===== config.mk =====
export PLATFORM = sky130hd
export DESIGN_NAME = obi_wb_master_bridge
export DESIGN_NICKNAME = d
export VERILOG_FILES = /design/src/rtl/icesoc_pkg.sv /design/src/rtl/wb_timeout_ctr.sv /design/src/rtl/obi_wb_master_bridge.sv
export SDC_FILE = /design/constraint.sdc
export NUM_CORES = 1
export LEC_CHECK = 0
export ABC_AREA = 1
export BUFFER_PORTS_ARGS = -buffer_cell sky130_fd_sc_hd__buf_2
export CAP_MARGIN = 20
export CORE_ASPECT_RATIO = 0.7
export CORE_MARGIN = 4
export CORE_UTILIZATION = 25
export DETAILED_ROUTE_END_ITERATION = 12
export SLEW_MARGIN = 20
export SYNTH_ARGS = -nofsm -noshare
export SYNTH_HDL_FRONTEND = slang
export SYNTH_SLANG_ARGS = --single-unit

===== constraint.sdc =====
create_clock -name clk_i -period 1.7 [get_ports clk_i]
set_clock_uncertainty 0.15 [all_clocks]
set_input_delay 0.425 -clock clk_i [delete_from_list [all_inputs] [get_ports clk_i]]
set_output_delay 0.425 -clock clk_i [all_outputs]
set_load 0.1 [all_outputs]

===== src/rtl/icesoc_pkg.sv =====
// icesoc_pkg: shared FSM encoding and default constants for the OBI-to-Wishbone bridge
package icesoc_pkg;
   typedef enum logic [1:0] {IDLE = 2'd0, BUS = 2'd1, RESP = 2'd2} state_t;
   localparam logic [31:0] DEF_ERR_DATA     = 32'hDEAD_BEEF;
   localparam logic [31:0] DEF_WB_BASE_ADDR = 32'h3000_0000;
endpackage


===== src/rtl/wb_timeout_ctr.sv =====
// wb_timeout_ctr: Wishbone wait counter, flags expiry on the cycle it would reach TIMEOUT_CYCLES
module wb_timeout_ctr #(
   parameter int TIMEOUT_CYCLES = 255,
   localparam int CW = (TIMEOUT_CYCLES > 255) ? $clog2(TIMEOUT_CYCLES + 1) : 8
) (
   input  logic clk_i,
   input  logic reset,
   input  logic clear,
   input  logic enable,
   output logic expired
);
   logic [CW-1:0] cnt;
   always_ff @(posedge clk_i) begin
      if (reset || clear) cnt <= '0;
      else if (enable) cnt <= cnt + CW'(1);
   end
   assign expired = enable && (cnt == CW'(TIMEOUT_CYCLES - 1));
endmodule


===== src/rtl/obi_wb_master_bridge.sv =====
// obi_wb_master_bridge: req/gnt/rvalid slave port re-issued as a classic Wishbone master cycle; WB_TIMEOUT_EN adds a bus timeout
module obi_wb_master_bridge
   import icesoc_pkg::*;
#(
   parameter int          SLAVE_ADDR_WIDTH = 10,
   parameter logic [31:0] WB_BASE_ADDR     = DEF_WB_BASE_ADDR,
   parameter int          TIMEOUT_CYCLES   = 255,
   parameter logic [31:0] ERR_DATA         = DEF_ERR_DATA
) (
   input  logic                        clk_i,
   input  logic                        reset,
   input  logic                        data_req_i,
   input  logic [SLAVE_ADDR_WIDTH-1:0] data_addr_i,
   input  logic                        data_we_i,
   input  logic [3:0]                  data_be_i,
   input  logic [31:0]                 data_wdata_i,
   output logic                        data_gnt_o,
   output logic                        data_rvalid_o,
   output logic [31:0]                 data_rdata_o,
   output logic                        wbm_cyc_o,
   output logic                        wbm_stb_o,
   output logic                        wbm_we_o,
   output logic [3:0]                  wbm_sel_o,
   output logic [31:0]                 wbm_adr_o,
   output logic [31:0]                 wbm_dat_o,
   input  logic [31:0]                 wbm_dat_i,
   input  logic                        wbm_ack_i,
   input  logic                        wbm_err_i,
   output logic                        timeout_o
);
   state_t state;
   logic   expired;
`ifdef WB_TIMEOUT_EN
   wb_timeout_ctr #(.TIMEOUT_CYCLES(TIMEOUT_CYCLES)) u_timeout (
      .clk_i   (clk_i),
      .reset   (reset),
      .clear   (state != BUS),
      .enable  (state == BUS && !wbm_ack_i && !wbm_err_i),
      .expired (expired)
   );
`else
   assign expired = 1'b0;
`endif
   assign data_gnt_o = !reset && state == IDLE && data_req_i;
   assign wbm_stb_o  = wbm_cyc_o;
   always_ff @(posedge clk_i) begin
      if (reset) begin
         state         <= IDLE;
         wbm_cyc_o     <= 1'b0;
         wbm_we_o      <= 1'b0;
         wbm_sel_o     <= '0;
         wbm_adr_o     <= '0;
         wbm_dat_o     <= '0;
         data_rvalid_o <= 1'b0;
         data_rdata_o  <= '0;
         timeout_o     <= 1'b0;
      end else begin
         case (state)
            IDLE: if (data_req_i) begin
               state     <= BUS;
               wbm_cyc_o <= 1'b1;
               wbm_we_o  <= data_we_i;
               wbm_sel_o <= data_be_i;
               wbm_dat_o <= data_wdata_i;
               wbm_adr_o <= WB_BASE_ADDR + 32'({data_addr_i, 2'b00});
            end
            BUS: if (wbm_ack_i || wbm_err_i || expired) begin
               state         <= RESP;
               wbm_cyc_o     <= 1'b0;
               data_rvalid_o <= 1'b1;
               data_rdata_o  <= wbm_ack_i ? (wbm_we_o ? 32'h0 : wbm_dat_i) : ERR_DATA;
               if (!wbm_ack_i) timeout_o <= 1'b1;
            end
            default: begin
               state         <= IDLE;
               data_rvalid_o <= 1'b0;
            end
         endcase
      end
   end
endmodule


After elaboration in Yosys (flattened, before gate mapping)

Index checks and enable logic that the tools add are counted.

Memories: 0
Bits in read-only memories: 0
Word-level logic and storage cells: 37
Output and inout port bits: 106
Bits of input ports: 84
Register bits after elaboration: 106
Latch bits: 0
RAM bits: 0

Eq/ne operators: 3
Divide/modulo/power cells: 0
Shift operators: 0
Reductions and logical operators: 12
Magnitude comparators: 0
Bitwise operators: 2
Add/subtract/negate cells: 1
Muxes and demuxes: 10
Multipliers: 0

Operators with widths:

| kind                     | number |
|---|---|
| $mux W32                 | 2 |
| $add A30 B12 Y31 const A | 1 |
| $reduce_and A2 Y1        | 4 |
| $reduce_and A3 Y1        | 2 |
| $mux W2                  | 2 |
| $ne A2 B2 Y1 const B     | 2 |
| $pmux W1 S2              | 2 |
| $pmux W2 S2              | 1 |
| $mux W1                  | 3 |
| $eq A2 B1 Y1 const B     | 1 |
| $logic_and A1 B1 Y1      | 2 |
| $logic_not A2 Y1         | 1 |
| $not A1 Y1               | 2 |
| $reduce_bool A2 Y1       | 1 |
| $logic_not A1 Y1         | 1 |
| $logic_or A1 B1 Y1       | 1 |

Longest topological paths before layout

Gate-level depths: netlist (run 1).

Depth in word-level cells: 3
Gate-level depth with buffers: 7
Depth with buffers taken out: 5

Least setup slack after synthesis (run 1)

Ideal clock, no wire load.

Kind: register to output
From: register state[1]
To: output port data_gnt_o
Arrival time: 1.843 ns
Setup slack: -0.718 ns
Cell stages (with the launch flop): 4
Required time: 1.125 ns
Path buffers: 0
Path through: dfxtp_1 > nor2_4 > nand2_2 > nor2_1

Cells in the longest elaborated chain, start to end: 3

Ends and longest elaborated chain:

| element                           | RTL line                   | RTL |
|---|---|---|
| start: declaration                | obi_wb_master_bridge.sv:31 | `state_t state;` |
| start signal: assignment          | obi_wb_master_bridge.sv:48 | `state <= IDLE;` |
| start signal: assignment          | obi_wb_master_bridge.sv:60 | `state <= BUS;` |
| start signal: assignment          | obi_wb_master_bridge.sv:68 | `state <= RESP;` |
| $logic_not A2 Y1                  | obi_wb_master_bridge.sv:44 | `assign data_gnt_o = !reset && state == IDLE && data_req_i;` |
| $logic_and A1 B1 Y1 (2 in series) | obi_wb_master_bridge.sv:44 |  |
| end: declaration                  | obi_wb_master_bridge.sv:17 | `output logic data_gnt_o,` |

No other way between the ends.

Final worst setup path (run 1)

Same ends and word-level chain as after synthesis.

==> metrics.yaml, run 1 <==
logic_synthesis:
  yosys-top-cells-count: "nor2_1, nand2_1, nand3_1"
  ys.flop_type: "dfxtp_1"
  synth-edff-count: 0
  synthesis.area_um2: 3860
  yosysWarningCount: 0
  synthTopCellsByArea: "dfxtp_1, nor2_1, nand3_1"
  synth.largest_area_cell: "dfxtp_1"
  synth.yosys.seq_area_share_pct: 44.1
  async_reset_ff_share_pct: 0
  synthMostInstantiatedCell: "nor2_1"
  ys_seq_elements: 85
  netlist_instances: 569
  yosysTopAreaCellShare_pct: 44.1
  avgSynthCellArea_um2: 6.79
  synth_cell_type_count: 17
placement:
  gp_congestion: 0.747
  dp_hpwl_um: 7750
  dpl_worst_slack_ns: 0.0201
  place.port_buffers: 169
  dp_cells: 906
sta:
  setup_ws_ns: -0.0704
  period_share_pct: 104
  slew_headroom_pct: 64.0
  setup_viol: 1
  tns_ns: -0.0704
  hold_viol_final: 0
  rsz0062_at_grt: "yes"
  tightest_slew_ns: 0.538
  fmax_mhz: 565
  finalMaxSlewViolations: 0
  fin_crit_ns: 1.77
finish:
  final_cells: 926
  diodes: 0
  area.growth.synth_to_final_pct: 39.6
  drive_above_1_share_pct: 30.4
  nets: 811
grt:
  use_met2_pct: 18.4
  antenna_found_initial: 0
  track_usage_pct: 12.3
  overflow: 0
  use_met1_pct: 17.3
  grt_max_degree: 52
  grtUsageMet3_pct: 4.12
  grt_pass1_vias: 3526
  grt-busiest-layer: "met2"
  grt_pass1_wl_um: 17700
clock_network:
  clockRootBuffer: "clkbuf_16"
  cts_num_sinks: 85
  tritoncts: "yes"
  cts_buffers: 9
  clk_pin_slew_ns: 0.06
  cts_buffer_depth: 2
  cts-htree-levels: 3
  clock_latency_ns: 0.33
power_and_ir_drop:
  p_total_mw: 6.46
  vdd_ir_drop_max_v: 0.000559
  p_leak_nw: 2.90
  power-per-cell-area_nw_per_um2: 1200
floorplan:
  die_area_um2: 17500
  die_h_um: 112
  die_x_um: 157
  rows: 37
  ios: 190
  core-area_um2: 14900
  initial_core_util_pct: 25.9
routing:
  drt-initial-drc-count: 149
  wl_um: 11100
  ant_nets: 0
  wl_per_cell_um: 12.0
  drc: 0
  first_pass_iters: 4
  avgViaCountPerCell: 4.09
  vias: 3789
run_status:
  status: "finished with violations"
  violations: "setup timing"
setup_path:
  critPathArrivalTime_ns: 1.20
  cp-start-kind: "flop"
  worstPathRequired_ns: 1.12
  worst_setup_path_end_kind: "primary output"
  worstSetupPathType: "reg2out"
  cp_max_fo: 3
min_path:
  min_path_type: "in2reg"
run:
  maxCapViolCount: 0
## cell families (layout without fill, tap and decap cells)
family / count (synthesis) / after routing / share of synthesized area [%]
AND/OR/NAND/NOR: 361 / 362 / 39.3
buffers and inverters: 120 / 262 / 16.3
other: 1 / 20 / 0.0971
flip-flops: 85 / 85 / 44.1
AO/OA/AOI/OAI: 2 / 2 / 0.259
## per-stage QoR
stage / cell area (um^2) / utilization (%) / hold WS, ns
6_report: 5390 / 36.2 / 0.221
5_1_grt: 5390 / 36.2 / 0.227
4_1_cts: 5250 / 35.2 / 0.189
3_5_place_dp: 4890 / 32.8 / 0.302
3_3_place_gp: 4890 / 32.8 / 0.296
2_1_floorplan: 3940 / - / 0.344
## worst paths after layout
check / start / slack (ns) / endpoint / cells after the start
worst max-delay path: state[1] / -0.07 / data_gnt_o / 4
worst min-delay path: reset / 0.22 / state[0] / 2
worst max register to register: state[1] / 0.18 / wbm_dat_o[27] / 8
worst min register to register: wbm_adr_o[28] / 0.31 / wbm_adr_o[28] / 2
## sequential cells by signal (all words and copies together), names as in the netlist
name,flops
data_rdata_o,32
data_rvalid_o,1
wbm_adr_o,11
wbm_we_o,1
wbm_dat_o,32
wbm_sel_o,4
timeout_o,1
wbm_cyc_o,1
state,2
## layout by cell type (no fill, tap or decap)
cell        count
inv_1          61
inv_2           3
bufinv_16       1
conb_1         20
a21oi_1         2
clkbuf_16       9
nor2_1        145
clkinvlp_4      1
clkbuf_4       47
nand2_4         1
buf_2          94
clkbuf_1        1
buf_4          30
dfxtp_4         1
nor2_4          5
nor2_2         10
nand3_1        88
dfxtp_2         4
clkinv_2        3
buf_12         12
nand2_2         1
dfxtp_1        80
nand2_1       112
## where the power goes
| group | internal [mW] | switching [mW] | leakage [nW] |
|---|---|---|---|
| clock network | 1.12 | 0.778 | 0.138 |
| logic | 0.486 | 1.82 | 2.06 |
| registers | 2.15 | 0.0963 | 0.703 |
| total | 3.76 | 2.70 | 2.90 |
## worst max-delay path, cell delays in order (launching register included)
cell and delay, ns:
dfxtp_4 0.36, nor2_4 0.14, nand2_4 0.07, nor2_4 0.11
buf_12 0.18
## metal layers
metal	vias up	share of wire, %	wire (um)
met1	1699	49	5450
met2	91	43	4820
met5	-	0	0
li1	1990	-	-
met4	0	0.77	86
met3	9	6.6	735
## final cells by class
cell class,count,area [um^2]
fill,1633,9520
sequential,85,1710
multi-input combinational,384,1630
timing repair buffer,183,1290
tap,195,244
inverter,64,240
clock buffer,10,229
clock inverter,5,52.6
## repair_timing
action / 4_1_cts / 5_1_grt
endpoints found under the setup margin: 23 / 68
resized for setup: 25 / 49
hold buffers: 0 / 0
pin swaps: 3 / 4
gates cloned: 0 / 1
buffers inserted: 3 / 1
hold endpoints to repair: 0 / 0
Power figures use the tool's default switching activity.
==> inputs of run 2 (changes only) <==
--- a/config.mk
+++ b/config.mk
@@ -5,7 +5,6 @@
 export SDC_FILE = /design/constraint.sdc
 export NUM_CORES = 1
 export LEC_CHECK = 0
-export ABC_AREA = 1
 export BUFFER_PORTS_ARGS = -buffer_cell sky130_fd_sc_hd__buf_2
 export CAP_MARGIN = 20
 export CORE_ASPECT_RATIO = 0.7
@@ -15,4 +14,5 @@
 export SLEW_MARGIN = 20
 export SYNTH_ARGS = -nofsm -noshare
 export SYNTH_HDL_FRONTEND = slang
+export SYNTH_HIERARCHICAL = 1
 export SYNTH_SLANG_ARGS = --single-unit
==> run 2 against run 1 <==
  * The run still ends with setup timing left
  * Synthesized area shrank 18%
  * Cell count fell by 24%
  * Worst setup slack lost 0.16 ns
  * Register-to-register slack worse by 0.04 ns
  * Power down 3.8%
  * Critical endpoint unchanged
==> metrics.yaml, run 2 <==
logic_synthesis:
  synth-edff-count: 0  # unchanged
  avgSynthCellArea_um2: 8.28  # +22%
  synth.yosys.seq_area_share_pct: 53.8  # +9.7 points
  synth_cell_type_count: 24  # +7
  synth.largest_area_cell: "dfxtp_1"
  yosysWarningCount: 6  # +6
  ys_seq_elements: 85  # unchanged
  synthesis.area_um2: 3160  # -18%
  yosys-top-cells-count: "a21oi_1, nand2_1, dfxtp_1"
  ys.flop_type: "dfxtp_1"
  async_reset_ff_share_pct: 0  # unchanged
  synthTopCellsByArea: "dfxtp_1, a21oi_1, nand2_1"
  netlist_instances: 382  # -33%
  synthMostInstantiatedCell: "a21oi_1"
  yosysTopAreaCellShare_pct: 53.8  # +9.7 points
sta:
  rsz0062_at_grt: "yes"
  tns_ns: -0.227  # -0.156 ns
  slew_headroom_pct: 50.7  # -13 points
  finalMaxSlewViolations: 0  # unchanged
  setup_viol: 1  # unchanged
  setup_ws_ns: -0.227  # -0.156 ns
  period_share_pct: 113  # +9.2 points
  fmax_mhz: 519  # -8.1%
  tightest_slew_ns: 0.738  # +0.200 ns
  fin_crit_ns: 1.93  # +0.156 ns
  hold_viol_final: 0  # unchanged
routing:
  wl_per_cell_um: 12.9  # +7.3%
  avgViaCountPerCell: 4.36  # +6.6%
  wl_um: 9090  # -18%
  vias: 3083  # -19%
  first_pass_iters: 4  # unchanged
  ant_nets: 0  # unchanged
  drt-initial-drc-count: 129  # -13%
  drc: 0  # unchanged
setup_path:
  cp_max_fo: 2  # -1
  worst_setup_path_end_kind: "primary output"
  cp-start-kind: "flop"
  worstSetupPathType: "reg2out"
  worstPathRequired_ns: 1.12  # about the same
  critPathArrivalTime_ns: 1.35  # +0.15 ns
finish:
  reg_top3: "data_rdata_o x32, wbm_dat_o x32, wbm_adr_o x11"
  diodes: 0  # unchanged
  nets: 626  # -23%
  final_cell_mix: "buf_2, a21oi_1, nand2_1"
  area.growth.synth_to_final_pct: 47.0
  drive_above_1_share_pct: 37.8  # +7.4 points
  final_cells: 707  # -24%
  final_common_cell: "buf_2"
clock_network:
  cts_setup_buffers: 0  # -3
  clk_pin_slew_ns: 0.06  # about the same
  cts_buffer_depth: 2  # unchanged
  cts_num_sinks: 85  # unchanged
  cts-htree-levels: 3  # unchanged
  cts_buffers: 9  # unchanged
  tritoncts: "yes"
  clockRootBuffer: "clkbuf_16"
  clock_latency_ns: 0.33  # about the same
floorplan:
  rows: 34  # -8.1%
  ios: 190  # unchanged
  die_area_um2: 14500  # -17%
  die_x_um: 142  # -9.0%
  die_h_um: 102  # -8.8%
  initial_core_util_pct: 25.6  # -0.35 points
  core-area_um2: 12400  # -17%
min_path:
  min_path_type: "in2reg"
grt:
  track_usage_pct: 11.7  # -0.59 points
  antenna_found_initial: 0  # unchanged
  grt_pass1_vias: 2831  # -20%
  grt_pass1_wl_um: 13800  # -22%
  grt_max_degree: 49  # -5.8%
  overflow: 0  # unchanged
run_status:
  violations: "setup timing"
  status: "finished with violations"
placement:
  gp_congestion: 0.743  # -0.42%
  place.port_buffers: 169  # unchanged
  dp_cells: 693  # -24%
  dp_hpwl_um: 6590  # -15%
power_and_ir_drop:
  vdd_ir_drop_max_v: 0.000536  # -4.2%
  p_leak_nw: 2.11  # -27%
  power-per-cell-area_nw_per_um2: 1340  # +12%
run:
  maxCapViolCount: 0  # unchanged
## run 2: changes by cell type in the layout (fill, tap and decap cells not counted), moves of 18 or more
cell     change
nor2_1     -141
nor3_1      +27
inv_1       -59
a21oi_1     +95
nand3_1     -88
nand2_1     -18
## run 2: cell families after synthesis
kind of cell	count (synthesis)	synth area share, %
buffers and inverters	54	9.89
flip-flops	85	53.8
other	1	0.119
multiplexers	1	0.316
AO/OA/AOI/OAI	108	18.2
AND/OR/NAND/NOR	133	17.7
## run 2: final cells by class
cell class              instances  area, um^2
fillers                      1295        7730
flip-flops and latches         85        1710
multi-input cells             262        1240
repair buffers                182        1160
clock buffers                  10         239
well taps                     162         203
clock inverters                 4        97.6
inverters                       2        7.51
## run 2: power by group
part | internal [mW] | switching, mW | leakage (nW) | total (mW)
registers | 2.12 | 0.0692 | 0.698 | 2.19
logic | 0.345 | 1.46 | 1.25 | 1.80
clock network | 1.46 | 0.762 | 0.161 | 2.22
total | 3.93 | 2.29 | 2.11 | 6.22
## run 2: layer usage
layer	track usage [%]	up-vias	share of wire, %
met2	17.7	119	44
met3	4.54	9	9.4
met4	3.29	0	0.81
met5	0	-	0
li1	-	1551	-
met1	15.7	1404	46
## run 2: path summary, 6_finish.rpt
path	start	endpoint	slack [ns]	cells past startpoint
setup / recovery	state[0]	data_gnt_o	-0.23	3
hold / removal	wbm_dat_i[22]	data_rdata_o[22]	0.16	2
setup reg to reg	state[1]	data_rdata_o[29]	0.14	4
hold reg to reg	wbm_dat_o[10]	wbm_dat_o[10]	0.30	2
## run 2: critical path, stage by stage, from the launching register on
cell and delay, ns:
dfxtp_1 0.32, or3b_4 0.41, nor2_4 0.11, buf_12 0.18
## run 2: per-stage QoR
step	total power, mW	hold slack [ns]	setup slack (ns)	util, %	area, um^2
5_1_grt	6.48	0.148	-0.268	37.6	4650
3_5_place_dp	3.99	0.294	-0.205	33.6	4160
3_3_place_gp	3.98	0.288	-0.194	33.6	4160
6_report	6.22	0.161	-0.227	37.6	4650
4_1_cts	6.27	0.144	-0.245	36.5	4520
2_1_floorplan	3.71	0.336	-0.392	-	3260
## run 2: repair_timing
action / CTS / global route
setup endpoints to repair: 7 / 54
hold buffers: 0 / 0
pin swaps: 2 / 0
gates resized for setup: 7 / 54
